==> src/rtl/cache_pkg.sv <==
// Shared types and constants for the two-requester cache lookup arbiter.
package cache_pkg;

  localparam int NUM_REQ = 2;

  typedef enum logic [1:0] {
    ST_IDLE     = 2'd0,
    ST_ISSUE    = 2'd1,
    ST_WAIT_RSP = 2'd2,
    ST_RESPOND  = 2'd3
  } arb_state_t;

endpackage

==> src/rtl/cache_rr_grant.sv <==
// Two-way round-robin grant: on contention the requester that did not win last time is chosen.
module cache_rr_grant
  import cache_pkg::*;
(
  input  logic [NUM_REQ-1:0] valid,
  input  logic               last_grant,
  output logic [NUM_REQ-1:0] grant_onehot,
  output logic               grant_idx
);

  always_comb begin
    grant_idx = 1'b0;
    if (valid == 2'b11) begin
      grant_idx = ~last_grant;
    end else if (valid[1]) begin
      grant_idx = 1'b1;
    end
  end

  always_comb begin
    grant_onehot = '0;
    if (|valid) begin
      grant_onehot[grant_idx] = 1'b1;
    end
  end

endmodule

==> src/rtl/cache_req_arbiter.sv <==
// Arbitrates two lookup requesters onto one cache controller port, one lookup in flight at a time.
//
// state       | meaning
// ST_IDLE     | waiting for a request; grant and latch it in the same cycle
// ST_ISSUE    | presenting latched index/tag to the cache controller
// ST_WAIT_RSP | waiting for the hit/miss result
// ST_RESPOND  | holding the result for the granted requester
module cache_req_arbiter
  import cache_pkg::*;
#(
  parameter int INDEX_WIDTH = 10,
  parameter int TAG_WIDTH   = 16,
  parameter int CNT_WIDTH   = 16
) (
  input  logic                           clk,
  input  logic                           rst,
  input  logic [NUM_REQ*INDEX_WIDTH-1:0] req_index,
  input  logic [NUM_REQ*TAG_WIDTH-1:0]   req_tag,
  input  logic [NUM_REQ-1:0]             req_valid,
  output logic [NUM_REQ-1:0]             req_ready,
  output logic [NUM_REQ-1:0]             rsp_hit,
  output logic [2*NUM_REQ-1:0]           rsp_col,
  output logic [NUM_REQ-1:0]             rsp_valid,
  input  logic [NUM_REQ-1:0]             rsp_ready,
  output logic [INDEX_WIDTH-1:0]         c_index,
  output logic [TAG_WIDTH-1:0]           c_tag,
  output logic                           c_it_valid,
  input  logic                           c_it_ready,
  input  logic                           c_hit_miss,
  input  logic [1:0]                     c_col,
  input  logic                           c_hm_valid,
  output logic                           c_hm_ready,
  output logic [CNT_WIDTH-1:0]           hit_cnt,
  output logic [CNT_WIDTH-1:0]           miss_cnt
);

  arb_state_t             state;
  logic                   last_grant;
  logic                   cur_grant;
  logic [NUM_REQ-1:0]     grant_onehot;
  logic                   grant_idx;
  logic [INDEX_WIDTH-1:0] sel_index;
  logic [TAG_WIDTH-1:0]   sel_tag;
  logic                   hm_fire;

  cache_rr_grant u_rr_grant (
    .valid        (req_valid),
    .last_grant   (last_grant),
    .grant_onehot (grant_onehot),
    .grant_idx    (grant_idx)
  );

  assign sel_index = grant_idx ? req_index[INDEX_WIDTH +: INDEX_WIDTH] : req_index[0 +: INDEX_WIDTH];
  assign sel_tag   = grant_idx ? req_tag[TAG_WIDTH +: TAG_WIDTH] : req_tag[0 +: TAG_WIDTH];

  // The grant is combinational so a request is accepted in the cycle it is seen in IDLE.
  assign req_ready = (state == ST_IDLE && !rst) ? grant_onehot : '0;

  assign hm_fire = c_hm_valid && c_hm_ready;

  always_ff @(posedge clk) begin
    if (rst) begin
      state      <= ST_IDLE;
      last_grant <= 1'b1;
      cur_grant  <= 1'b0;
      c_index    <= '0;
      c_tag      <= '0;
      c_it_valid <= 1'b0;
      c_hm_ready <= 1'b0;
      rsp_valid  <= '0;
      rsp_hit    <= '0;
      rsp_col    <= '0;
    end else begin
      case (state)
        ST_IDLE: begin
          if (|req_valid) begin
            cur_grant  <= grant_idx;
            c_index    <= sel_index;
            c_tag      <= sel_tag;
            c_it_valid <= 1'b1;
            state      <= ST_ISSUE;
          end
        end
        ST_ISSUE: begin
          if (c_it_ready) begin
            c_it_valid <= 1'b0;
            c_hm_ready <= 1'b1;
            state      <= ST_WAIT_RSP;
          end
        end
        ST_WAIT_RSP: begin
          if (c_hm_valid) begin
            c_hm_ready <= 1'b0;
            if (cur_grant) begin
              rsp_valid <= 2'b10;
              rsp_hit   <= {c_hit_miss, 1'b0};
              rsp_col   <= {c_col, 2'b00};
            end else begin
              rsp_valid <= 2'b01;
              rsp_hit   <= {1'b0, c_hit_miss};
              rsp_col   <= {2'b00, c_col};
            end
            state <= ST_RESPOND;
          end
        end
        ST_RESPOND: begin
          if (rsp_ready[cur_grant]) begin
            rsp_valid  <= '0;
            rsp_hit    <= '0;
            rsp_col    <= '0;
            last_grant <= cur_grant;
            state      <= ST_IDLE;
          end
        end
        default: begin
          c_it_valid <= 1'b0;
          c_hm_ready <= 1'b0;
          rsp_valid  <= '0;
          rsp_hit    <= '0;
          rsp_col    <= '0;
          state      <= ST_IDLE;
        end
      endcase
    end
  end

  // Statistics saturate at all-ones so a long run never reads back as a small count.
  always_ff @(posedge clk) begin
    if (rst) begin
      hit_cnt  <= '0;
      miss_cnt <= '0;
    end else if (hm_fire) begin
      if (c_hit_miss) begin
        if (hit_cnt != {CNT_WIDTH{1'b1}}) hit_cnt <= hit_cnt + 1'b1;
      end else begin
        if (miss_cnt != {CNT_WIDTH{1'b1}}) miss_cnt <= miss_cnt + 1'b1;
      end
    end
  end

endmodule
==> config.mk <==
export PLATFORM = sky130hd
export DESIGN_NAME = cache_req_arbiter
export DESIGN_NICKNAME = d
export VERILOG_FILES = /design/src/rtl/cache_pkg.sv /design/src/rtl/cache_rr_grant.sv /design/src/rtl/cache_req_arbiter.sv
export SDC_FILE = /design/constraint.sdc
export NUM_CORES = 1
export LEC_CHECK = 0
export ABC_AREA = 1
export BUFFER_PORTS_ARGS = -buffer_cell sky130_fd_sc_hd__clkbuf_2
export CORE_ASPECT_RATIO = 0.7
export CORE_UTILIZATION = 30
export DETAILED_ROUTE_END_ITERATION = 8
export GPL_ROUTABILITY_DRIVEN = 1
export SLEW_MARGIN = 20
export SYNTH_ARGS = -nofsm -noshare
export SYNTH_HDL_FRONTEND = slang
export SYNTH_SLANG_ARGS = --single-unit
==> constraint.sdc <==
create_clock -name clk -period 1.32 [get_ports clk]
set_input_delay 0.066 -clock clk [delete_from_list [all_inputs] [get_ports clk]]
set_output_delay 0.066 -clock clk [all_outputs]
set_load 0.02 [all_outputs]
==> results.md, run 1 <==
- Period minus WS final: 1390 ps
- PD cells: 1350 nW/um^2
- # nets final: 866
- H-tree levels: 3
- Period utilisation layout: 106%
- # diodes: 0
- Met1 Track Usage GR: 24.3%
- Mapped Area: 3750 sq um
- Top Usage Layer GRT: met2
- Vias: 4534
- Cell Chain, Critical Path: inv_4, ha_4, buf_6, o21ai_4, inv_4, clkbuf_16, nand3_1, o211ai_1, inv_1
- Violated checks: setup timing
- Share of cells above drive strength 1: 52.4%
- Final HPWL DP: 8740 microns
- Synth area leader: dfxtp_1
- Largest net degree at the start of global routing: 38
- Placed cell area: 5170 sq um
- Seq cells post-synth: 72
- Yosys top cell area share: 38.4%
- Worst Tran Pin Value: 333 ps
- Synth Instances: 574
- Slowest CP cell: dfxtp_4
- Die area: 13000 sq um
- First-pass DRT Iterations: 4
- Avg WL per Cell: 13.4 microns
- GRT overflow: 0
- DP Worst Slack: -136 ps
- # DRC: 0
- Post-Syn Nets: 644
- Final setup viols: 43
- Avg Vias per Cell: 4.73
- Worst Path Max Fanout: 18
- Most frequent cells in the layout: 131 x nand2_1, 130 x clkbuf_2, 79 x buf_4, 63 x nor2_1, 49 x inv_1
- GRT Total Usage: 19.1%
- Most common cell after layout, fill and taps aside: nand2_1
- Placeable core area: 11900 sq um
- Filler cell count: 1110
- Data arrival, critical path: 1610 ps
- P&R area growth vs syn: 70.3%
- Slew headroom: 77.6%
- Cts bufs inserted: 9
- Initial antenna violation count: 0
- Setup TNS: -1560 ps
- First-pass GRT wire length: 19300 microns
- Yosys warns: 0
- Delay of the slowest critical-path stage: 360 ps
- Startpoint Class: flip-flop
- Worst vdd ir: 0.702 mV
- GR Util met3: 4.36%
- Final worst setup slack: -73.2 ps
- Clk_lat worst skew: 330 ps
- Distinct cells, synth: 29
- Most used cell, CP: inv_4
- FP Rows: 33
- Max_cap viols: 0
- Leak: 2.99 nW
- Die height: 95.6 microns
- Fin util: 53.6%
- Clock slew at reported path FFs: 60 ps
- Final hold violation count: 0
- I/O pins: 133
- Placer Congestion: 0.834
- Critical Path End Type: flip-flop
- Post-route insts no fill: 958
- Final Max Slew Viols: 0
- CP Class: flip-flop to flip-flop
- Top Family by Delay on Critical Path: buffers and inverters
- Max clock buf depth: 2
- Avg Cell Area, Syn: 6.54 sq um
- Design area: 6390 sq um
- Placed cell count: 915
- Detailed Route WL: 12900 microns
- RSZ-0062 raised after global routing: yes
- Met2 usage: 31.5%
- CTS Sinks: 72
- Maximum clock frequency: 0.718 GHz
- Starting Density: 31.5%
- Routed Antenna Nets: 0
- Iter 0 DRT Violations: 168
- TritonCTS clock tree: done
- Critical path data required time: 1540 ps
- Outcome: complete, but fails checks
- PortBufs: 132
- Hold Crit Class: input pin to flip-flop
- Buffers & Inverters on Critical Path: 5
- Root Driver: clkbuf_16
- Number of global-route vias before repair: 4185
- Sequential cell area fraction in the yosys report: 38.4%
- Die width: 136 microns
- Synth area leaders: dfxtp_1 38%, nand2_1 16%, nor2_1 9.2%
- Skew final: 6.97 ps
cells by family (layout without fill, tap and decap cells):
family / Yosys count / after routing / share of synthesized area [%]
fa+ha+maj: 7 / 7 / 2.33
simple gates: 348 / 349 / 40.0
buf+inv: 85 / 311 / 9.03
flops: 72 / 72 / 38.4
compound gates: 62 / 62 / 10.2
sequential cells by signal (all words and copies together), names as in the netlist, 2 cells and up:
register and flops:
state 2, rsp_valid 2, rsp_hit 2, hit_cnt 16, c_tag 16, c_index 10
rsp_col 4, miss_cnt 16
cell usage after synthesis:
cell	count
nand2_1	162
nor2_1	92
dfxtp_1	72
inv_1	62
nand3_1	46
o211ai_1	27
a21oi_1	23
nor2_2	19
nand4_1	10
buf_2	7
clkbuf_1	7
ha_1	7
nor3_1	7
o21ai_1	5
inv_2	4
o21ai_0	4
nand2_2	3
a31oi_1	2
and2_1	2
buf_1	2
nand3_2	2
nor3b_1	2
a31o_2	1
buf_4	1
buf_6	1
clkinv_1	1
nand3_4	1
nand3b_1	1
nor2_4	1
what timing repair did:
| action | in CTS | in global routing |
|---|---|---|
| endpoints found under the setup margin | 67 | 71 |
| hold endpoints to repair | 5 | 0 |
| hold buffers | 3 | 0 |
| resized for setup | 47 | 134 |
| cloned | 2 | 3 |
| pin swaps | 18 | 49 |
| setup buffers | 13 | 6 |
layer usage:
layer / vias to the layer above / share of wire, %
met4: 0 / 1.2
li1: 2290 / -
met1: 2117 / 46
met2: 111 / 48
met3: 16 / 4.7
met5: - / 0
path summary, 6_finish.rpt:
| path | depth (start not counted) | slack [ps] | endpoint | from |
|---|---|---|---|---|
| setup / recovery | 9 | -70 | c_index[6] | state[0] |
| hold / removal | 3 | 20 | last_grant | rsp_ready[1] |
| setup reg to reg | 9 | -70 | c_index[6] | state[0] |
| hold reg to reg | 2 | 470 | rsp_col[2] | rsp_col[2] |
area by class of cell:
class	count	area, sq um	share of cell area [%]
clock buffer	11	243	3.80
inverter	67	274	4.29
multi-input combinational	418	2580	40.4
timing repair inverter	1	6.26	0.0978
tap	157	196	3.07
sequential	72	1500	23.5
clock inverter	5	77.6	1.21
timing repair buffer	227	1510	23.7
stage by stage:
step	hold slack (ps)	total power [mW]
CTS	5.34	8.22
global placement	325	5.24
detailed placement	329	5.29
finish	19.0	8.66
floorplan	213	4.36
global route	8.71	9.16
worst min-delay path, cell delays in order:
cell	delay [ps]
clkbuf_2	80
nand2_1	70
o211ai_1	70
where the power goes:
group	total [mW]	switching, mW	internal, mW	leakage (nW)
Clock	2.63	0.924	1.71	0.160
Combinational	3.24	1.80	1.43	2.22
Sequential	2.79	0.240	2.55	0.606
Total	8.66	2.97	5.69	2.99
Power figures use the tool's default switching activity.
==> run 2: changes to the inputs <==
SYNTH_HIERARCHICAL = 1   (was default)
==> results.md, run 2 <==
- Max clock buf depth: 2 (unchanged)
- Sequential cell area fraction in the yosys report: 38.3% (-0.064 points)
- Critical Path End Type: output pin
- Data arrival, critical path: 1290 ps (-320 ps)
- Final hold violation count: 0 (unchanged)
- Routed Antenna Nets: 0 (unchanged)
- Outcome: complete, but fails checks
- Max_cap viols: 0 (unchanged)
- Leak: 2.89 nW (-3.4%)
- First-pass GRT wire length: 18100 microns (-6.4%)
- Root Driver: clkbuf_16
- Initial antenna violation count: 0 (unchanged)
- First-pass DRT Iterations: 4 (unchanged)
- Post-synth ARST share: 0% (unchanged)
- H-tree levels: 3 (unchanged)
- Fin util: 50.7% (-2.9 points)
- Avg Vias per Cell: 4.75 (+0.28%)
- P&R area growth vs syn: 61.4%
- GRT Total Usage: 17.8% (-1.3 points)
- PD cells: 1390 nW/um^2 (+2.5%)
- Area occupied by multi-input gates: 2400 sq um (-6.8%)
- Cell Chain, Critical Path: inv_4, ha_4, and3_4, buf_8
- CP Class: flip-flop to output pin
- Die area: 13000 sq um (+0.17%)
- Commonest cells post-synth: 117 x nand2_1, 98 x nor2_1, 86 x a21oi_1, 72 x dfxtp_1, 66 x inv_1
- Worst Path Max Fanout: 4 (-14)
- Violated checks: setup timing
- RSZ-0062 raised after global routing: yes
- # DRC: 0 (unchanged)
- Maximum clock frequency: 0.739 GHz (+3.0%)
- Most frequent cells in the layout: 130 x clkbuf_2, 101 x nand2_1, 83 x nor2_1, 75 x a21oi_1, 58 x inv_1
- # diodes: 0 (unchanged)
- CTS Sinks: 72 (unchanged)
- Setup TNS: -73.3 ps (+1490 ps)
- Register area: 1510 sq um (+0.33%)
- GRT overflow: 0 (unchanged)
- Final Max Slew Viols: 0 (unchanged)
- Top-count cell post-synth: nand2_1
- Reg2reg end: c_tag[4]
- Hold Crit Class: input pin to flip-flop
- Placeable core area: 12000 sq um (+0.35%)
- Post-Syn Nets: 651 (+1.1%)
- Detailed Route WL: 12400 microns (-3.7%)
- Final setup viols: 3 (-93%)
- I/O pins: 133 (unchanged)
- Critical path data required time: 1250 ps (-290 ps)
- Largest net degree at the start of global routing: 39 (+2.6%)
- Number of synthesized flops with an enable pin: 0 (unchanged)
- Clock slew at reported path FFs: 60 ps (about the same)
- Worst reg-to-reg path cell count: 6 (-3)
- Yosys top cell area share: 38.3% (-0.064 points)
- FP Rows: 33 (unchanged)
- Hold Startpoint: req_index[13]
- Delay of the slowest critical-path stage: 370 ps (about the same)
- Vias: 4447 (-1.9%)
- Skew final: 10.6 ps (+3.68 ps)
- Slowest CP cell: dfxtp_4
- Top Registers: c_tag (16), hit_cnt (16), miss_cnt (16)
- Synth area leaders: dfxtp_1 38%, nand2_1 12%, a21oi_1 11%
- Slew headroom: 76.3% (-1.3 points)
- Placer Congestion: 0.836 (+0.23%)
- Period minus WS final: 1350 ps (-40.7 ps)
- Share of cells above drive strength 1: 43.8% (-8.6 points)
- Worst Tran Pin Value: 356 ps (+23.1 ps)
- Worst reg-to-reg setup slack: -10 ps (+60 ps)
- Synth area leader: dfxtp_1
- # nets final: 845 (-2.4%)
- Hold EP: c_index[3]
- Starting Density: 31.4% (-0.056 points)
- R2r startpoint: last_grant
- Filler cell count: 1133 (+2.1%)
- Main synth FF type: dfxtp_1
- Yosys warns: 6 (+6)
- Iter 0 DRT Violations: 266 (+58%)
- Distinct cells, synth: 26 (-10%)
- Mapped Area: 3760 sq um (+0.17%)
- TritonCTS clock tree: done
- Die width: 136 microns (about the same)
- Synth Instances: 581 (+1.2%)
- WHS Path Cells: 3 (unchanged)
- Worst vdd ir: 0.795 mV (+13%)
- Avg Cell Area, Syn: 6.47 sq um (-1.0%)
- Number of global-route vias before repair: 3994 (-4.6%)
- Cts bufs inserted: 9 (unchanged)
- Most common cell after layout, fill and taps aside: clkbuf_2
- Seq cells post-synth: 72 (unchanged)
- Die height: 95.7 microns (about the same)
- Avg WL per Cell: 13.2 microns (-1.5%)
- Final HPWL DP: 8570 microns (-1.9%)
- Startpoint Class: flip-flop
- DP Worst Slack: -121 ps (+14.5 ps)
- Final worst setup slack: -32.5 ps (+40.7 ps)
- PortBufs: 132 (unchanged)
- Period utilisation layout: 102% (-3.1 points)
- Clk_lat worst skew: 340 ps (about the same)
==> run 2: kinds of logic (layout without fill, tap and decap cells) <==
logic type / count (synthesis) / after routing / share of synthesized area, %
AO/OA/AOI/OAI: 121 / 121 / 16.2
XOR/XNOR: 1 / 1 / 0.233
adder cells (fa/ha/maj): 7 / 7 / 2.33
buffers and inverters: 90 / 289 / 9.12
flip-flops: 72 / 72 / 38.3
AND/OR/NAND/NOR: 290 / 290 / 33.8
==> run 2: what timing repair did <==
action                                  in CTS  in global routing
hold buffers                                 3                  0
buffers inserted                             4                 11
endpoints found under the setup margin      55                 52
pin swaps                                    3                 47
endpoints found under the hold margin        5                  0
gates cloned                                 0                  4
resized for setup                           37                110
==> run 2: stage by stage <==
step	hold slack [ps]	power (mW)	std cells	cell area (sq um)
2_1_floorplan	213	4.23	581	3840
3_3_place_gp	319	5.13	899	5040
3_5_place_dp	329	5.20	899	5040
4_1_cts	6.80	7.88	922	5530
5_1_grt	13.4	8.86	937	6070
6_report	2.75	8.43	937	6070
==> run 2: where the power goes <==
part           total [mW]  switching [mW]  internal (mW)
logic                3.14            1.76           1.38
clock network        2.44           0.958           1.48
registers            2.85           0.272           2.58
total                8.43            2.99           5.44
==> run 2: worst max path at each step <==
stage	start	end	slack, ps	cells past startpoint
after detailed placement	state[1]	state[0]	-120	8
after global placement	state[1]	state[0]	-30	8
final	state[0]	req_ready[0]	-30	4
after floorplan	hit_cnt[3]	hit_cnt[15]	-20	6
after CTS	state[0]	req_ready[1]	-20	4
after global routing	miss_cnt[1]	miss_cnt[7]	-90	6
==> run 2: cell type report <==
class / count / share of cell area (%)
Clock buffer: 12 / 4.58
Sequential cell: 72 / 24.8
Clock inverter: 4 / 0.412
Multi-Input combinational cell: 419 / 39.6
Inverter: 70 / 4.66
Timing Repair Buffer: 203 / 22.7
Tap cell: 157 / 3.24
==> run 2: per-layer routing <==
metal	part of all wire [%]	GRT usage, %	wire length [microns]	vias to the layer above
met5	0	0	0	-
met4	1.0	5.81	128	0
met3	2.9	3.93	353	12
met2	47	29.2	5860	79
met1	49	23.1	6030	2091
li1	-	-	-	2265
==> run 2: worst max-delay path: cells and delay by family (launching register included) <==
kind,cells,cell delay [ps]
buffers and inverters,2,200
AND/OR/NAND/NOR,1,200
adder cells (fa/ha/maj),1,190
flip-flops,1,370
==> run 3: changes to the inputs <==
CORE_UTILIZATION = 45   (was 30)
PLACE_DENSITY_LB_ADDON = 0.05   (was default)
==> results.md, run 3 (same netlist as run 2, synthesis figures left out) <==
- Outcome: complete, but fails checks
- Violated checks: DRC, setup timing
- Slowest CP cell: dfxtp_4
- Worst reg-to-reg setup slack: -70 ps (-60 ps)
- Hold EP: c_tag[9]
- First-pass DRT Iterations: 6 (+2)
- Cell Chain, Critical Path: ha_4, nand3_4, nor2_4, nand3_4, nand3_1, nand2_1, nor2_1
- Design area: 5770 sq um (-5.0%)
- Die width: 111 microns (-18%)
- Die area: 8730 sq um (-33%)
- Most common cell after layout, fill and taps aside: clkbuf_2
- Data arrival, critical path: 1660 ps (+370 ps)
- Buffers & Inverters on Critical Path: 0 (-2)
- Final HPWL DP: 7680 microns (-10%)
- Critical path data required time: 1580 ps (+330 ps)
- CTS Sinks: 72 (unchanged)
- Worst vdd ir: 1.08 mV (+36%)
- Startpoint Class: flip-flop
- Die height: 78.5 microns (-18%)
- Vias: 4398 (-1.1%)
- Max_cap viols: 0 (unchanged)
- Delay of the slowest critical-path stage: 370 ps (about the same)
- Top Registers: c_tag (16), hit_cnt (16), miss_cnt (16)
- Skew final: 6.08 ps (-4.57 ps)
- Final setup viols: 16 (+13)
- Final worst setup slack: -73.9 ps (-41.4 ps)
- Final Max Slew Viols: 0 (unchanged)
- Hold Startpoint: req_tag[25]
- Most used cell, CP: nand3_4
- PortBufs: 132 (unchanged)
- Slew headroom: 75.7% (-0.51 points)
- Final hold violation count: 0 (unchanged)
- FP Rows: 27 (-18%)
- Clk_lat worst skew: 340 ps (about the same)
- Top Family by Delay on Critical Path: simple AND/OR/NAND/NOR gates
- Initial antenna violation count: 0 (unchanged)
- # diodes: 0 (unchanged)
- Int Pwr: 5.08 mW (-6.6%)
- Maximum clock frequency: 0.717 GHz (-3.0%)
- CP Class: flip-flop to flip-flop
- R2r startpoint: miss_cnt[1]
- Met1 Track Usage GR: 31.2% (+8.1 points)
- Placer Congestion: 0.891 (+6.6%)
- Filler cell count: 636 (-44%)
- Iter 0 DRT Violations: 235 (-12%)
- H-tree levels: 3 (unchanged)
- First-pass GRT wire length: 17300 microns (-4.7%)
- Period minus WS final: 1390 ps (+41.4 ps)
- Share of cells above drive strength 1: 40.9% (-3.0 points)
- I/O pins: 133 (unchanged)
- Largest net degree at the start of global routing: 41 (+5.1%)
- Hold Crit Class: input pin to flip-flop
- TritonCTS clock tree: done
- P&R area growth vs syn: 53.3%
- Most frequent cells in the layout: 130 x clkbuf_2, 104 x nand2_1, 87 x nor2_1, 79 x a21oi_1, 57 x inv_1
- Hold WS: 17.6 ps (+14.8 ps)
- Clock slew at reported path FFs: 60 ps (about the same)
- Detailed Route WL: 10800 microns (-13%)
- Worst Tran Pin Value: 361 ps (+4.88 ps)
- Placed cell area: 4970 sq um (-1.4%)
- Starting Density: 47.2% (+16 points)
- Critical Path End Type: flip-flop
- P_sw: 2.70 mW (-9.7%)
- GR Util met3: 6.95% (+3.0 points)
- GRT overflow: 0 (unchanged)
- Number of global-route vias before repair: 3925 (-1.7%)
- GRT Total Usage: 24.4% (+6.7 points)
- Placeable core area: 7970 sq um (-33%)
- Routed Antenna Nets: 0 (unchanged)
- Switching share of total power: 34.7% (-0.77 points)
- Power share of the clock group: 29.8% (+0.8 points)
- Max clock buf depth: 2 (unchanged)
- Gate power share: 33.8% (-3.4 points)
- Period utilisation layout: 106% (+3.1 points)
- Met2 usage: 40.0% (+11 points)
- Leak: 2.79 nW (-3.5%)
- # DRC: 10 (+10)
- Reg2reg end: miss_cnt[11]
- Reg power frac: 36.4% (+2.6 points)
- # nets final: 838 (-0.83%)
- Cts bufs inserted: 9 (unchanged)
- PD cells: 1350 nW/um^2 (-2.8%)
- RSZ-0062 raised after global routing: yes
- Avg WL per Cell: 12.4 microns (-6.3%)
- Worst Path Max Fanout: 5 (+1)
- Fin util: 72.3% (+22 points)
- WHS Path Cells: 3 (unchanged)
- Worst reg-to-reg path cell count: 7 (+1)
- Root Driver: clkbuf_16
- Avg Vias per Cell: 5.03 (+6.0%)
- Top Usage Layer GRT: met2
- DP Worst Slack: -85.5 ps (+35.7 ps)
run 3: what timing repair did:
action / in CTS / in global routing
hold buffers: 3 / 0
buffers inserted: 1 / 12
gates cloned: 0 / 1
pin swaps: 3 / 23
resized for setup: 30 / 84
endpoints found under the hold margin: 5 / 0
setup endpoints to repair: 52 / 47
run 3: power groups by stage:
stage | Combinational (mW) | Clock (mW) | Sequential (mW)
after floorplan | 0.990 | 0 | 3.24
after global placement | 2.29 | 0 | 2.82
after detailed placement | 2.33 | 0 | 2.83
after CTS | 2.45 | 2.36 | 2.80
after global routing | 2.87 | 2.46 | 2.88
final | 2.63 | 2.32 | 2.83
run 3: stage by stage:
stage	TNS, ps	power, mW	std cells
floorplan	-15.4	4.23	581
global placement	-173	5.11	843
detailed placement	-1510	5.15	843
CTS	-4.03	7.62	863
global route	-2410	8.21	874
finish	-529	7.78	874
run 3: tightest hold or removal path, stage by stage:
cell	delay, ps
clkbuf_2	70
a21oi_1	50
a21oi_1	120
run 3: cell type report:
type	instances	area [sq um]	area share, %
multi-input cells	420	2370	41.1
clock buffers	13	272	4.71
repair buffers	195	1220	21.2
inverters	70	270	4.69
well taps	101	126	2.19
clock inverters	3	15.0	0.260
flip-flops and latches	72	1490	25.8
run 3: worst max path at each step:
stage                start      endpoint  cells after the start
2_1_floorplan   hit_cnt[3]   hit_cnt[15]                      6
3_3_place_gp      state[1]      state[1]                      8
3_5_place_dp      state[0]      state[1]                      6
4_1_cts        miss_cnt[0]   miss_cnt[2]                      8
5_1_grt        miss_cnt[0]   miss_cnt[5]                      8
6_report       miss_cnt[1]  miss_cnt[11]                      7
run 3: metal layers:
layer	up-vias	part of all wire [%]	wire [microns]
li1	2253	-	-
met1	1971	47	5060
met2	155	44	4800
met3	19	7.5	815
met4	0	1.3	145
met5	-	0	0
